**config.mk**
```make
export PLATFORM = sky130hd
export DESIGN_NAME = adder_bist_driver
export DESIGN_NICKNAME = d
export VERILOG_FILES = /design/src/rtl/adder_bist_driver.sv
export SDC_FILE = /design/constraint.sdc
export NUM_CORES = 1
export LEC_CHECK = 0
export ABC_CLOCK_PERIOD_IN_PS = 11900
export CELL_PAD_IN_SITES_DETAIL_PLACEMENT = 0
export CELL_PAD_IN_SITES_GLOBAL_PLACEMENT = 1
export CORE_MARGIN = 3
export CORE_UTILIZATION = 44
export DETAILED_ROUTE_END_ITERATION = 10
export PLACE_DENSITY = 0.87
export RECOVER_POWER = 50
export SLEW_MARGIN = 5
export SYNTH_ARGS = -nofsm -noshare
export SYNTH_HDL_FRONTEND = slang
export SYNTH_SLANG_ARGS = --single-unit
```
**constraint.sdc**
```tcl
create_clock -name clk -period 11.9 [get_ports clk]
set_input_delay 1.19 -clock clk [delete_from_list [all_inputs] [get_ports clk]]
set_output_delay 1.19 -clock clk [all_outputs]
set_load 0.05 [all_outputs]
```
**src/rtl/adder_bist_driver.sv**
```systemverilog
// -----------------------------------------------------------------------------
// adder_bist_driver
//
// Purpose:
//   Stimulus/response self-test controller for a WIDTH-bit signed combinational
//   adder. Each run applies NUM_VECTORS operand pairs to the adder:
//     - vectors 0..3 are fixed corner cases,
//     - the remaining vectors come from a Galois LFSR.
//   Every returned sum/flag set is compared with a golden model. The block
//   reports pass/fail, a saturating error count and the index of the first
//   failing vector.
//
// Optional feature (macro ADDER_BIST_MISR_EN):
//   When the macro is defined, every sampled response is folded into a MISR,
//   which is presented on `signature`.
//   When the macro is undefined, there is no MISR logic and `signature` is 0.
//
// Ports:
//   clk          in   1      rising-edge clock
//   reset_n      in   1      asynchronous active-low reset
//   start        in   1      begin a run (ignored while busy)
//   addend0      out  WIDTH  operand A to the adder (registered)
//   addend1      out  WIDTH  operand B to the adder (registered)
//   sum          in   WIDTH  adder result
//   Z, V, C, N   in   1 ea   adder flags (zero, overflow, carry, negative)
//   busy         out  1      run in progress
//   done         out  1      run finished; held until the next accepted start
//   pass         out  1      valid with done: 1 iff err_count == 0
//   err_count    out  16     mismatching vectors, saturates at 16'hFFFF
//   first_fail   out  16     index of the first mismatch, 16'hFFFF if none
//   signature    out  WIDTH  MISR result (0 when the MISR is not built)
//   dbg_state    out  2      current FSM state, for observation only
//
// Handshake:
//   `start` is sampled on each rising clock edge. It is accepted only in two
//   cases:
//     - in IDLE, or
//     - in DONE once `done` is high.
//   A start seen while `busy` is high is dropped and has no effect.
//   Once a run is accepted, `busy` stays high until the edge that raises
//   `done`. Both of these outputs change on that same edge.
// -----------------------------------------------------------------------------
module adder_bist_driver #(
  parameter int               WIDTH       = 32,
  parameter int               NUM_VECTORS = 256,
  parameter logic [WIDTH-1:0] SEED        = WIDTH'(32'hACE12468)
) (
  input  logic             clk,
  input  logic             reset_n,
  input  logic             start,
  output logic [WIDTH-1:0] addend0,
  output logic [WIDTH-1:0] addend1,
  input  logic [WIDTH-1:0] sum,
  input  logic             Z,
  input  logic             V,
  input  logic             C,
  input  logic             N,
  output logic             busy,
  output logic             done,
  output logic             pass,
  output logic [15:0]      err_count,
  output logic [15:0]      first_fail,
  output logic [WIDTH-1:0] signature,
  output logic [1:0]       dbg_state
);

  typedef enum logic [1:0] {
    S_IDLE  = 2'd0,
    S_APPLY = 2'd1,
    S_CHECK = 2'd2,
    S_DONE  = 2'd3
  } state_e;

  // Galois LFSR polynomial x^32 + x^22 + x^2 + x + 1 (right-shifting form).
  localparam logic [WIDTH-1:0] TAPS    = WIDTH'(32'h8020_0003);
  localparam logic [WIDTH-1:0] ZERO    = '0;
  localparam logic [WIDTH-1:0] ONE     = WIDTH'(1);
  localparam logic [WIDTH-1:0] ALL1    = '1;
  localparam logic [WIDTH-1:0] MAX_POS = {1'b0, {(WIDTH-1){1'b1}}};
  localparam logic [WIDTH-1:0] MIN_NEG = {1'b1, {(WIDTH-1){1'b0}}};
  localparam logic [15:0]      LAST_IDX = 16'(NUM_VECTORS - 1);
  localparam logic [15:0]      NO_FAIL  = 16'hFFFF;

  function automatic logic [WIDTH-1:0] lfsr_step(input logic [WIDTH-1:0] s);
    return s[0] ? ((s >> 1) ^ TAPS) : (s >> 1);
  endfunction

  state_e           state_q;
  logic [WIDTH-1:0] addend0_q, addend1_q;
  logic [WIDTH-1:0] lfsr_q;
  logic [15:0]      idx_q;
  logic [15:0]      err_q;
  logic [15:0]      first_fail_q;
  logic             busy_q, done_q, pass_q;

  // ---------------------------------------------------------------------------
  // Vector generation.
  // The LFSR advances by two steps on every CHECK, including the corner
  // vectors. Operand A is one step ahead of the current LFSR value and
  // operand B is two steps ahead.
  // ---------------------------------------------------------------------------
  logic [WIDTH-1:0] lfsr_a, lfsr_b;
  logic [WIDTH-1:0] vec_a, vec_b;

  always_comb begin
    lfsr_a = lfsr_step(lfsr_q);
    lfsr_b = lfsr_step(lfsr_a);
    vec_a  = lfsr_a;
    vec_b  = lfsr_b;
    case (idx_q)
      16'd0: begin vec_a = ZERO;    vec_b = ZERO;    end
      16'd1: begin vec_a = MAX_POS; vec_b = ONE;     end
      16'd2: begin vec_a = ALL1;    vec_b = ONE;     end
      16'd3: begin vec_a = MIN_NEG; vec_b = MIN_NEG; end
      default: ;
    endcase
  end

  // ---------------------------------------------------------------------------
  // Golden model, evaluated on the operands currently held on the adder inputs.
  // ---------------------------------------------------------------------------
  logic [WIDTH:0]   gold_full;
  logic [WIDTH-1:0] gold_sum;
  logic             gold_z, gold_v, gold_c, gold_n;
  logic             mismatch;

  always_comb begin
    gold_full = {1'b0, addend0_q} + {1'b0, addend1_q};
    gold_sum  = gold_full[WIDTH-1:0];
    gold_c    = gold_full[WIDTH];
    gold_n    = gold_sum[WIDTH-1];
    gold_z    = (gold_sum == ZERO);
    gold_v    = (addend0_q[WIDTH-1] == addend1_q[WIDTH-1]) &&
                (gold_sum[WIDTH-1] != addend0_q[WIDTH-1]);
    mismatch  = (sum != gold_sum) || (Z != gold_z) || (V != gold_v) ||
                (C != gold_c) || (N != gold_n);
  end

`ifdef ADDER_BIST_MISR_EN
  logic [WIDTH-1:0] misr_q;
  logic [WIDTH-1:0] misr_d;

  // The flags occupy the low four bits of the folded response word.
  always_comb begin
    misr_d = lfsr_step(misr_q) ^ (sum ^ {{(WIDTH-4){1'b0}}, Z, V, C, N});
  end
`endif

  // An accepted start can come from IDLE, or from DONE once it has been
  // finalized (done high). While DONE is still finalizing, busy is high.
  logic start_ok;
  assign start_ok = start && ((state_q == S_IDLE) ||
                              ((state_q == S_DONE) && done_q));

  // ---------------------------------------------------------------------------
  // Controller FSM with registered outputs.
  // ---------------------------------------------------------------------------
  always_ff @(posedge clk or negedge reset_n) begin
    if (!reset_n) begin
      state_q      <= S_IDLE;
      addend0_q    <= '0;
      addend1_q    <= '0;
      lfsr_q       <= SEED;
      idx_q        <= '0;
      err_q        <= '0;
      first_fail_q <= NO_FAIL;
      busy_q       <= 1'b0;
      done_q       <= 1'b0;
      pass_q       <= 1'b0;
`ifdef ADDER_BIST_MISR_EN
      misr_q       <= '0;
`endif
    end else begin
      case (state_q)
        S_IDLE, S_DONE: begin
          if (start_ok) begin
            state_q      <= S_APPLY;
            lfsr_q       <= SEED;
            idx_q        <= '0;
            err_q        <= '0;
            first_fail_q <= NO_FAIL;
            busy_q       <= 1'b1;
            done_q       <= 1'b0;
            pass_q       <= 1'b0;
`ifdef ADDER_BIST_MISR_EN
            misr_q       <= '0;
`endif
          end else if ((state_q == S_DONE) && !done_q) begin
            // This extra cycle lets the final CHECK's error update land
            // before pass is derived from err_count.
            done_q    <= 1'b1;
            busy_q    <= 1'b0;
            pass_q    <= (err_q == 16'd0);
            addend0_q <= '0;
            addend1_q <= '0;
          end
        end

        S_APPLY: begin
          // Drive the operands now; they settle through the adder for one full
          // cycle and are checked on the next edge.
          addend0_q <= vec_a;
          addend1_q <= vec_b;
          state_q   <= S_CHECK;
        end

        S_CHECK: begin
          if (mismatch) begin
            if (err_q != 16'hFFFF) err_q <= err_q + 16'd1;
            if (first_fail_q == NO_FAIL) first_fail_q <= idx_q;
          end
          lfsr_q <= lfsr_b;
          idx_q  <= idx_q + 16'd1;
`ifdef ADDER_BIST_MISR_EN
          misr_q <= misr_d;
`endif
          state_q <= (idx_q < LAST_IDX) ? S_APPLY : S_DONE;
        end

        default: state_q <= S_IDLE;
      endcase
    end
  end

  assign addend0    = addend0_q;
  assign addend1    = addend1_q;
  assign busy       = busy_q;
  assign done       = done_q;
  assign pass       = pass_q;
  assign err_count  = err_q;
  assign first_fail = first_fail_q;
  assign dbg_state  = state_q;

`ifdef ADDER_BIST_MISR_EN
  assign signature = misr_q;
`else
  assign signature = '0;
`endif

endmodule

```
# --- Word level (Yosys, flattened, before mapping) ---
# Index checks and enable logic that the tools add are counted.
word_totals:
  regBits: 149
  input_bits: 39
  output_inout_bits: 133
  wordCells: 89
op_classes:
  addsub: 3
  n_lt_le_gt_ge: 1
  n_eq_ne: 21
  mux: 28
  bitwise_logic: 2
  n_reduce_logical: 24
op_table:
  columns: ["cell", "count"]
  rows:
  - ["32-bit case mux with 2 select lines", 3]
  - ["32-bit two-way mux", 5]
  - ["32-bit case mux with 4 select lines", 1]
  - ["16-bit two-way mux", 6]
  - ["16-bit case mux with 2 select lines", 3]
  - ["32-bit case mux with 3 select lines", 1]
  - ["32-bit by 32-bit adder with 33-bit output", 1]
  - ["16-bit by 1-bit adder with 16-bit output (second input constant)", 2]
  - ["16-bit by 2-bit equality test with 1-bit output (second input constant)", 2]
  - ["16-bit zero test", 2]
  - ["32-bit zero test", 1]
  - ["32-bit != test", 1]
  - ["16-bit by 1-bit equality test with 1-bit output (second input constant)", 1]
  - ["16-bit equality test (second input constant)", 1]
  - ["16-bit by 8-bit less-than comparator with 1-bit output (second input constant)", 1]
  - ["16-bit != test (second input constant)", 1]
  - ["2-bit != test (second input constant)", 6]
  - ["3-bit inverter with 4-bit output", 2]
  - ["4-bit AND reduction", 2]
  - ["1-bit two-way mux", 6]
  - ["2-bit case mux with 3 select lines", 1]
  - ["2-bit nonzero test", 3]
  - ["1-bit logical OR", 5]
  - ["1-bit != test", 5]
  - ["other kinds (10)", 17]

# --- Longest topological paths before layout ---
depth:
  word_depth: 9
  ltp_mapped: 16

# --- Least setup slack after synthesis ---
# OpenSTA, ideal clock, no wires.
synth_timing:
  path_kind: "flip-flop to flip-flop"
  startpoint: "register addend1_q[0], in the netlist addend1[0]"
  endpoint: "register first_fail_q[10], in the netlist first_fail[10]"
  setup_time_ns: 0.085
  t_arrival_ns: 4.371
  required_ns: 11.815
  slack_ns: 7.444
  stages_incl_launch_ff: 17
  n_path_buf: 1
  synth_period_minus_slack_ns: 4.456
  path_cell_list: "dfrtp_1 > ha_1 > inv_1 > fa_1 > nand2b_1 > a211oi_1 > nor2_1 > xnor2_1 > or4_1 > or4_1 > nor4_1 > nand4_1 > xor2_1 > nand2_1 > nand3_2 > buf_4 > mux2_1"
synth_via:
  elab_chain_len: 9
  elab_cells_between_ends: 15
synth_rtl:
  columns: ["element", "line", "source"]
  rows:
  - ["start, declared", "89", "logic [WIDTH-1:0] addend0_q, addend1_q;"]
  - ["start signal, assigned", "203", "addend1_q <= vec_b;"]
  - ["32-bit by 32-bit adder with 33-bit output *", "128", "gold_full = {1'b0, addend0_q} + {1'b0, addend1_q};"]
  - ["32-bit zero test or 1-bit != test (tied branches)", "132, 134", null]
  - ["1-bit != test or 1-bit logical AND (tied branches)", "135, 133", null]
  - ["1-bit logical OR or 1-bit != test (tied branches)", "135", "mismatch = (sum != gold_sum) || (Z != gold_z) || (V != gold_v) ||"]
  - ["1-bit logical OR (2 in a row)", "135", null]
  - ["1-bit logical OR *", "136", "(C != gold_c) || (N != gold_n);"]
  - ["2-bit != test (no line) *", null, null]
  - ["4-bit AND reduction (no line) *", null, null]
  - ["end signal, assigned", "210", "if (first_fail_q == NO_FAIL) first_fail_q <= idx_q;"]
  - ["end, declared", "93", "logic [15:0] first_fail_q;"]
# Every way passes the cells marked *; elsewhere a longest branch is shown, timed or not.
# A chain may end at the register's enable or synchronous reset.

==> metrics <==
WP buf/inv 2; highest clock rate 142 MHz; CP Launch Type input pin; cell count after synthesis roughly 1100; P_leak 5.35 nW; Initial Utilization about 45%; cts hold-fix bufs 0; Worst-Margin Slew about 5.0 ns; ys async rst share 100%; Crit-path slowest cell clkbuf_1; # IOs between 150 and 200; HPWL Detailed 22.7 mm; clk root buf clkbuf_16; Total GRT Usage approximately a quarter; first-pass GRT wire length 47.5 mm; Setup Buffers After CTS 0; Via density approximately 5.9; drt wl/cell 20.1 um; Hold Worst Slack 0.504 ns; family with the most delay on the worst path buffers and inverters; dpl ws approximately 6.2 ns; n_diodes 0; most common cell after layout, fill and taps aside nand2_1; ranking of synthesized cells by area dfrtp_1 30%, dfstp_2 7.6%, nand2_1 5.7%; fin. max-slew vios 289; Min-Delay Path Class flip-flop to flip-flop; final WL 30.3 mm; die width 156 um; Max Cap Viol 5; Tmin final 7.06 ns; clk slew on worst S/H paths roughly 0.07 ns; Crit Path Class input pin to asynchronous set/reset pin; Post-synth EDFFs 0; Critical Path Max Stage Delay 3.45 ns; leading area contributor after synthesis dfrtp_1; Post-Place Cells 1478; setup slack after layout between 4 and 5 ns; Final Instance Count excl. Fillers around 1500; Longest Clk Path Bufs 2; relative slew slack -235%; pin count of the biggest net entering global routing 97; Synth cell types 79; critical-path cell list clkbuf_1 > clkbuf_1; Synth Flop Type dfrtp_1; cts repair resizes 0; Vias around 9000; failing checks max-capacitance violations, max-slew violations; final hold violations 0; DIE AREA around 0.024 mm2; CTS Buf Count 17; Seq cells post-synth 149; vias in the first global route 8533; period utilisation layout 59.4%; Arrival @ worst endpoint between 6 and 7 ns; Sink Count 149; critical path capture point type asynchronous set/reset pin; Remaining DRCs 0; PD cells 93.5 mW/mm2; port bufs between 100 and 150; Synth top area share between 30 and 40%; Pre-antenna DRT Iters 5; Core Region 0.0220 mm2; Routability Congestion 1.00; Avg Cell Area, Syn 9.04 um2; sequential-to-total area share from yosys stat 37.8%; chip height 156 um; synth warn 0; GRT overflow 0; # H-tree levels 4; crit-path most repeated cell clkbuf_1; synthesized area 0.00996 mm2; Syn-to-layout area delta 20.8%; CP required 11.81 ns; layout cells sized above 1 8.37%; Setup-failing EPs final 0; CTS tree done; Sum Neg Setup Slack 0 ns; most frequent cells in the layout 150 x nand2_1, 128 x clkdlybuf4s50_1, 120 x dfrtp_1, 82 x o21ai_0, 64 x nor2_1; Routed Antenna Nets 0; run status complete, but fails checks; number of antenna violations at the first check in global routing 1; fillers a little over 2000; drt initial violations ~650; nets 1300; maximum VDD drop 92.9 uV; crit path max fanout 96; RSZ-0062 raised after global routing false; skew final around 0.012 ns; # rows 54; Clock Latency Late Sink 0.44 ns
## cell type report
| class | instances | area (um2) | area share [%] |
|---|---|---|---|
| multi-input cells | 875 | 5780 | 48.0 |
| flip-flops and latches | 149 | 3760 | 31.3 |
| repair buffers | 148 | 1440 | 11.9 |
| clock buffers | 17 | 425 | 3.53 |
| well taps | 280 | 350 | 2.91 |
| clock inverters | 15 | 181 | 1.51 |
| inverters | 26 | 97.6 | 0.811 |
## logic make-up after synthesis
logic type / count (synthesis) / synth area share, %
AND/OR/NAND/NOR: 403 / 20.3
AO/OA/AOI/OAI: 296 / 20.5
flip-flops: 149 / 37.8
buffers and inverters: 109 / 5.46
XOR/XNOR: 71 / 7.08
adder cells (fa/ha/maj): 44 / 5.60
multiplexers: 29 / 3.20
other: 1 / 0.0376
## routing by layer
layer	global-route usage (%)	share of wire, %
met3	4.76	6.2
met4	5.50	1.6
met5	0	0.043
met1	33.8	45
met2	40.6	48
## Yosys cell counts (all sizes together), types with 3 or more instances
master / number
o221ai: 8
dfrtp: 120
a211oi: 6
nor3b: 5
or3: 9
and4b: 4
xnor2: 28
and3: 14
a221oi: 6
a21o: 13
nand3b: 3
xor2: 37
inv: 25
nand2b: 23
nand4: 35
a21boi: 5
a211o: 3
or4: 5
nand3: 25
a31oi: 8
nor3: 17
ha: 43
xnor3: 5
and2: 7
mux2i: 9
a22o: 45
a22oi: 3
mux2: 20
o21a: 11
nor2: 65
or2: 10
o21ai: 87
o22a: 12
a2111oi: 7
nor4: 21
o211ai: 9
dfstp: 29
o21bai: 3
buf: 38
clkbuf: 45
o2111ai: 6
a21oi: 47
o31ai: 5
nand2: 150
## worst min-delay path, stage by stage, from the launching register on
cell,delay [ns]
dfrtp_1,0.36
nand2_1,0.06
nand2_1,0.05
## metrics by stage
step / instance area [um2] / total power [mW] / util, %
2_1_floorplan: 10100 / 0.558 / -
3_3_place_gp: 11500 / 0.579 / 52.0
3_5_place_dp: 11500 / 0.579 / 52.0
4_1_cts: 12100 / 1.13 / 54.8
5_1_grt: 12000 / 1.16 / 54.6
6_report: 12000 / 1.13 / 54.6
## registers in the layout, indices dropped and copies added (netlist names), 2 cells and up
name / cells
addend1: 32
err_count: 16
lfsr_q: 32
idx_q: 16
dbg_state: 2
addend0: 32
first_fail: 16
## path summary, 6_finish.rpt
| path | cells after the start | to | slack, ns | start |
|---|---|---|---|---|
| worst max-delay path | 2 | addend0[0] | 4.84 | reset_n |
| worst max register to register | 15 | err_count[3] | 6.15 | addend1[0] |
| worst min-delay path | 2 | addend0[5] | 0.50 | addend0[5] |
| min in group asynchronous | 1 | busy | 2.59 | reset_n |
| worst min register to register | 2 | addend0[5] | 0.50 | addend0[5] |
| max in group clk | 15 | err_count[3] | 6.15 | addend1[0] |
## power breakdown
| group | switching (mW) | internal [mW] |
|---|---|---|
| Sequential | 0.00000000115 | 0.507 |
| Clock | 0.237 | 0.319 |
| Combinational | 0.0440 | 0.0186 |
| Total | 0.281 | 0.844 |
No activity file was read; power rests on OpenSTA's default activity.
